**src/rtl/mem_arbiter_pkg.sv**
```systemverilog
// Shared definitions for the memory bus arbiter: bus command encoding, tag owner
// type and default tag width.
package mem_arbiter_pkg;

   localparam int unsigned TAG_W = 4;

   localparam logic [1:0] BUS_NONE  = 2'h0;
   localparam logic [1:0] BUS_LOAD  = 2'h1;
   localparam logic [1:0] BUS_STORE = 2'h2;

   typedef enum logic {
      OWN_D = 1'b0,
      OWN_I = 1'b1
   } owner_e;

endpackage

```
**src/rtl/mem_tag_owner_table.sv**
```systemverilog
// Records which cache owns each outstanding memory load tag, counts valid entries and
// flags protocol errors (returns of unknown tags, allocations over live tags).
module mem_tag_owner_table
   import mem_arbiter_pkg::*;
#(
   parameter int unsigned TAG_W = mem_arbiter_pkg::TAG_W
) (
   input  logic             clock,
   input  logic             reset,
   // allocate port
   input  logic             alloc_en,
   input  logic [TAG_W-1:0] alloc_tag,
   input  owner_e           alloc_owner,
   // clear port
   input  logic             clr_en,
   input  logic [TAG_W-1:0] clr_tag,
   // lookup port
   input  logic [TAG_W-1:0] lookup_tag,
   output logic             lookup_hit,
   output owner_e           lookup_owner,
   output logic [TAG_W-1:0] outstanding,
   output logic             tag_error
);

   localparam int unsigned Entries = 1 << TAG_W;

   logic [Entries-1:0] valid_q, valid_d;
   logic [Entries-1:0] owner_q, owner_d;
   logic [TAG_W-1:0]   outstanding_q, outstanding_d;
   logic               tag_error_q, tag_error_d;
   logic               clr_same, alloc_new, alloc_overwrite, lookup_miss;

   assign lookup_hit   = (lookup_tag != '0) && valid_q[lookup_tag];
   assign lookup_owner = owner_e'(owner_q[lookup_tag]);
   assign outstanding  = outstanding_q;
   assign tag_error    = tag_error_q;

   // A live entry being retired this very cycle may be reallocated without error.
   assign clr_same        = clr_en && (clr_tag == alloc_tag);
   assign alloc_new       = alloc_en && (!valid_q[alloc_tag] || clr_same);
   assign alloc_overwrite = alloc_en && valid_q[alloc_tag] && !clr_same;
   assign lookup_miss     = (lookup_tag != '0) && !valid_q[lookup_tag];

   always_comb begin
      valid_d       = valid_q;
      owner_d       = owner_q;
      outstanding_d = outstanding_q;
      tag_error_d   = tag_error_q | lookup_miss | alloc_overwrite;
      if (clr_en) begin
         valid_d[clr_tag] = 1'b0;
      end
      if (alloc_en) begin
         valid_d[alloc_tag] = 1'b1;
         owner_d[alloc_tag] = alloc_owner;
      end
      unique case ({alloc_new, clr_en})
         2'b10:   outstanding_d = outstanding_q + TAG_W'(1);
         2'b01:   outstanding_d = outstanding_q - TAG_W'(1);
         default: outstanding_d = outstanding_q;
      endcase
   end

   always_ff @(posedge clock or negedge reset) begin
      if (!reset) begin
         valid_q       <= '0;
         owner_q       <= '0;
         outstanding_q <= '0;
         tag_error_q   <= 1'b0;
      end else begin
         valid_q       <= valid_d;
         owner_q       <= owner_d;
         outstanding_q <= outstanding_d;
         tag_error_q   <= tag_error_d;
      end
   end

endmodule

```
**src/rtl/mem_arbiter.sv**
```systemverilog
// Arbitrates the shared memory bus between dcache and icache (dcache priority with
// icache starvation relief) and steers accept/return tags back to their owner.
module mem_arbiter
   import mem_arbiter_pkg::*;
#(
   parameter int unsigned STARVE_LIMIT = 4,
   parameter int unsigned TAG_W        = mem_arbiter_pkg::TAG_W
) (
   input  logic             clock,
   input  logic             reset,
   input  logic [1:0]       proc2Dmem_command,
   input  logic [63:0]      proc2Dmem_addr,
   input  logic [63:0]      proc2Dmem_data,
   input  logic [1:0]       proc2Imem_command,
   input  logic [63:0]      proc2Imem_addr,
   input  logic [TAG_W-1:0] mem2proc_response,
   input  logic [63:0]      mem2proc_data,
   input  logic [TAG_W-1:0] mem2proc_tag,
   input  logic             halt_req,
   output logic [1:0]       proc2mem_command,
   output logic [63:0]      proc2mem_addr,
   output logic [63:0]      proc2mem_data,
   output logic [TAG_W-1:0] Dmem2proc_response,
   output logic [TAG_W-1:0] Imem2proc_response,
   output logic [TAG_W-1:0] Dmem2proc_tag,
   output logic [TAG_W-1:0] Imem2proc_tag,
   output logic [63:0]      Dmem2proc_data,
   output logic [63:0]      Imem2proc_data,
   output logic [TAG_W-1:0] outstanding,
   output logic             halt_done,
   output logic             tag_error
);

   localparam int unsigned SW = (STARVE_LIMIT > 0) ? $clog2(STARVE_LIMIT + 1) : 1;
   localparam logic [SW-1:0] StarveMax = SW'(STARVE_LIMIT);

   logic             d_req, i_req, grant_d, grant_i;
   logic [SW-1:0]    starve_cnt_q, starve_cnt_d;
   logic             halt_seen_q, halt_seen_d;
   logic             alloc_en;
   owner_e           alloc_owner;
   logic             lookup_hit;
   owner_e           lookup_owner;
   logic [TAG_W-1:0] tbl_outstanding;
   logic             tbl_error;

   assign d_req   = (proc2Dmem_command != BUS_NONE);
   assign i_req   = (proc2Imem_command != BUS_NONE);
   assign grant_i = i_req && (!d_req || (starve_cnt_q == StarveMax));
   assign grant_d = d_req && !grant_i;

   assign alloc_en    = reset && (mem2proc_response != '0) &&
                        ((grant_d && (proc2Dmem_command == BUS_LOAD)) ||
                         (grant_i && (proc2Imem_command == BUS_LOAD)));
   assign alloc_owner = grant_i ? OWN_I : OWN_D;

   mem_tag_owner_table #(
      .TAG_W(TAG_W)
   ) u_owner_table (
      .clock       (clock),
      .reset       (reset),
      .alloc_en    (alloc_en),
      .alloc_tag   (mem2proc_response),
      .alloc_owner (alloc_owner),
      .clr_en      (lookup_hit),
      .clr_tag     (mem2proc_tag),
      .lookup_tag  (mem2proc_tag),
      .lookup_hit  (lookup_hit),
      .lookup_owner(lookup_owner),
      .outstanding (tbl_outstanding),
      .tag_error   (tbl_error)
   );

   // Rejected icache grants hold the count so a retry keeps its forced priority.
   always_comb begin
      starve_cnt_d = starve_cnt_q;
      halt_seen_d  = halt_seen_q | halt_req;
      if (!i_req) begin
         starve_cnt_d = '0;
      end else if (grant_i) begin
         if (mem2proc_response != '0) begin
            starve_cnt_d = '0;
         end
      end else if (starve_cnt_q != StarveMax) begin
         starve_cnt_d = starve_cnt_q + SW'(1);
      end
   end

   always_ff @(posedge clock or negedge reset) begin
      if (!reset) begin
         starve_cnt_q <= '0;
         halt_seen_q  <= 1'b0;
      end else begin
         starve_cnt_q <= starve_cnt_d;
         halt_seen_q  <= halt_seen_d;
      end
   end

   // Every output is held at zero while reset is asserted.
   always_comb begin
      proc2mem_command   = BUS_NONE;
      proc2mem_addr      = '0;
      proc2mem_data      = '0;
      Dmem2proc_response = '0;
      Imem2proc_response = '0;
      Dmem2proc_tag      = '0;
      Imem2proc_tag      = '0;
      Dmem2proc_data     = '0;
      Imem2proc_data     = '0;
      outstanding        = '0;
      halt_done          = 1'b0;
      tag_error          = 1'b0;
      if (reset) begin
         if (grant_d) begin
            proc2mem_command   = proc2Dmem_command;
            proc2mem_addr      = proc2Dmem_addr;
            proc2mem_data      = proc2Dmem_data;
            Dmem2proc_response = mem2proc_response;
         end else if (grant_i) begin
            proc2mem_command   = proc2Imem_command;
            proc2mem_addr      = proc2Imem_addr;
            Imem2proc_response = mem2proc_response;
         end
         if (lookup_hit) begin
            if (lookup_owner == OWN_D) begin
               Dmem2proc_tag = mem2proc_tag;
            end else begin
               Imem2proc_tag = mem2proc_tag;
            end
         end
         Dmem2proc_data = mem2proc_data;
         Imem2proc_data = mem2proc_data;
         outstanding    = tbl_outstanding;
         tag_error      = tbl_error;
         halt_done      = halt_seen_q && (tbl_outstanding == '0) && !d_req && !i_req;
      end
   end

endmodule

```
**config.mk**
```make
export PLATFORM = sky130hd
export DESIGN_NAME = mem_arbiter
export DESIGN_NICKNAME = d
export VERILOG_FILES = /design/src/rtl/mem_arbiter_pkg.sv /design/src/rtl/mem_tag_owner_table.sv /design/src/rtl/mem_arbiter.sv
export SDC_FILE = /design/constraint.sdc
export NUM_CORES = 1
export LEC_CHECK = 0
export ABC_AREA = 1
export BUFFER_PORTS_ARGS = -buffer_cell sky130_fd_sc_hd__buf_2
export CORE_AREA = 4 4 212 214
export DETAILED_ROUTE_END_ITERATION = 6
export DIE_AREA = 0 0 216 218
export PLACE_DENSITY = 0.32
export SLEW_MARGIN = 20
export SYNTH_ARGS = -nofsm -noshare
export SYNTH_HDL_FRONTEND = slang
export SYNTH_SLANG_ARGS = --single-unit
```
**constraint.sdc**
```tcl
create_clock -name clock -period 5.3 [get_ports clock]
set_input_delay 0.795 -clock clock [delete_from_list [all_inputs] [get_ports clock]]
set_output_delay 0.795 -clock clock [all_outputs]
set_load 0.02 [all_outputs]
```
==> qor.csv <==
metric;value;unit
outcome;finished clean;
max_freq;0.301;GHz
crit_type;input pin to output port;
postSynthCellCount;862;
ant_nets;0;
die-area;47100;µm²
skew;0.0107;ns
post-cts-setup-buffer-count;0;
cts_max_level;2;
dp_hpwl;25.7;mm
clockBufferDepth;2;
cp.required;4.51;ns
critPathLaunch;mem2proc_tag[1];
path_max_fanout;10;
clkLatencyLatePin;0.30;ns
r2r-start;starve_cnt_q[0];
cpMostUsedCell;nand2_1;
layout_worst_path_cycle_share;62.8;%
grt_pass1_vias;6968;
cts_root_buf;clkbuf_16;
crit_arrival;2.53;ns
drc;0;
hold_ws;0.383;ns
syn_nets;1138;
path_clk_slew;0.06;ns
hold_viol;0;
cts_sinks;41;
num_io_pins;551;
leakage;5.32;nW
nets;1594;
maxSlewViolCount;0;
die_h;218;µm
end_kind;output port;
start_util;11.6;%
crit_end;Imem2proc_tag[2];
synth_cell_types;31;
crit_path_start_kind;input pin;
postLayoutCellArea;7980;µm²
ys_seq_area_share;20.7;%
drt_pass1_iterations;5;
drv_cap;0;
min_path_type;flip-flop to flip-flop;
die_w;216;µm
setup_viol;0;
area_growth;60.9;%
ys_warn_count;0;
max-vdd-ir-drop;106;µV
grt_max_degree;117;
num_vias;6911;
worst_pin_slew;0.786;ns
ctsHoldBuffers;0;
r2r_cells;15;
numCtsBuffers;5;
avgSynthCellArea;5.75;µm²
rows;76;
grt.overflow.total;0;
netlist_area;4960;µm²
rr_endpoint;u_owner_table.outstanding[2];
routed_via_density;3.63;
timing.setup.tns;0;ns
drt_wl_total;30.0;mm
slowest_delay;0.44;ns
p_per_area;218;nW/µm²
grtUsageTotal;11.5;%
critical_path.cell_chain;buf_2 > inv_2 > nor2_1 > a22oi_1 > nand2_1 > nand2_1 > nand2_1 > nor2_4 > nor2_1 > buf_2;
post_drt_wl_per_cell;15.8;µm
routabilityCongestion;0.805;
r2r_slack;2.68;ns
period_needed;3.33;ns
rsz0062_at_grt;false;
drive_gt1_share;45.0;%
slew_headroom;47.4;%
grt_pass1_wl;42.1;mm
dr.first_iter.drc_count;254;
ys_ff_latch;41;
cts_resized;0;
place_area;7810;µm²
core-area;42900;µm²
cts_tree;built;
cp_slowest_cell;nor2_1;
antenna_found_initial;5;
portBuffers;550;
cells in the mapped netlist:
| cell type | n | area share, % |
|---|---|---|
| buf_2 | 14 | 1.4 |
| o31ai_1 | 1 | 0.15 |
| buf_6 | 2 | 0.45 |
| nand3_1 | 20 | 2.0 |
| nand2_2 | 4 | 0.50 |
| nor3_4 | 1 | 0.33 |
| a22oi_1 | 71 | 11 |
| inv_1 | 158 | 12 |
| nor3_1 | 5 | 0.50 |
| nand4_1 | 4 | 0.50 |
| nand2_4 | 1 | 0.23 |
| clkbuf_1 | 18 | 1.4 |
| nor2_1 | 151 | 11 |
| xnor2_1 | 3 | 0.53 |
| nor4_1 | 1 | 0.13 |
| o21ai_2 | 2 | 0.35 |
| nor2_4 | 7 | 1.6 |
| a21oi_1 | 7 | 0.71 |
| o21ai_0 | 23 | 2.3 |
| or2_2 | 1 | 0.13 |
| buf_1 | 2 | 0.15 |
| dfrtp_1 | 41 | 21 |
| nand3b_1 | 1 | 0.15 |
| xor2_1 | 4 | 0.71 |
| nor2_2 | 2 | 0.25 |
| buf_4 | 71 | 11 |
| nand2_1 | 219 | 17 |
| o21a_1 | 1 | 0.15 |
| inv_2 | 10 | 0.76 |
| ha_1 | 5 | 1.3 |
| o21ai_1 | 12 | 1.2 |
placed cells by master (no fill, tap or decap), types with 2 or more instances in the layout:
cell	instances
ha_1	5
o21ai_1	12
nand2_2	5
clkbuf_16	5
o21ai_0	23
nor2_1	151
a22oi_1	71
buf_4	6
inv_1	158
xnor2_1	3
buf_2	549
nand3_1	20
nor3_1	5
dfrtp_1	41
nor2_4	7
nor2_2	2
inv_2	10
o21ai_2	2
nand4_1	4
xor2_1	4
nand2_1	218
a21oi_1	7
how the worst min path moves through the flow:
stage | start | to | slack (ns) | cells past startpoint
6_report | u_owner_table.owner_q[0] | u_owner_table.owner_q[0] | 0.38 | 0
5_1_grt | u_owner_table.owner_q[0] | u_owner_table.owner_q[0] | 0.39 | 0
4_1_cts | u_owner_table.owner_q[0] | u_owner_table.owner_q[0] | 0.39 | 0
3_5_place_dp | u_owner_table.owner_q[0] | u_owner_table.owner_q[0] | 0.38 | 0
3_3_place_gp | u_owner_table.owner_q[0] | u_owner_table.owner_q[0] | 0.38 | 0
2_1_floorplan | u_owner_table.owner_q[0] | u_owner_table.owner_q[0] | 0.43 | 1
kinds of logic (layout without fill, tap and decap cells):
group | Yosys count | after routing | share of synthesized area, %
xor+xnor | 7 | 7 | 1.24
buf+inv | 275 | 732 | 26.8
fa+ha+maj | 5 | 5 | 1.26
simple gates | 417 | 417 | 34.3
flops | 41 | 41 | 20.7
compound gates | 117 | 117 | 15.6
other cells | 0 | 1 | 0
power breakdown:
part	leakage (nW)	internal, W	switching (W)
sequential	0.540	0.000362	0.0000500
clock	0.0800	0.000223	0.000145
combinational	4.70	0.000329	0.000629
total	5.32	0.000914	0.000823
worst max-delay path: cells and delay by family:
family	cells	cell delay, ns
and+or+nand+nor	6	0.97
buffers and inverters	3	0.55
AOI/OAI and AO/OA	1	0.20
flip-flops by register name, summed over array words and instances (netlist names):
name,count
halt_seen_q,1
starve_cnt_q,3
u_owner_table.outstanding,4
u_owner_table.owner_q,16
u_owner_table.tag_error,1
u_owner_table.valid_q,16
per-layer routing:
metal,track usage [%],wire length [µm],vias to the layer above
met5,0,10,-
met4,2.58,539,2
met3,2.54,2130,28
met2,22.1,15700,341
met1,13.0,11600,3068
li1,-,-,3472
layout make-up:
| cell class | instances | area, µm² |
|---|---|---|
| tap | 585 | 732 |
| antenna | 1 | 2.50 |
| sequential | 41 | 1030 |
| fill | 5021 | 34900 |
| inverter | 168 | 631 |
| clock inverter | 3 | 46.3 |
| multi-input combinational | 546 | 2610 |
| timing repair buffer | 556 | 2810 |
| clock buffer | 5 | 125 |
through the flow:
step	std cells	setup slack, ns	utilization, %	power [W]
finish	1905	1.97	18.6	0.00174
global route	1905	1.68	18.6	0.00187
CTS	1904	1.88	18.6	0.00177
detailed placement	1896	1.88	18.2	0.00139
global placement	1896	1.92	18.2	0.00141
floorplan	862	2.56	-	0.00103
(Power assumes the default switching activity.)
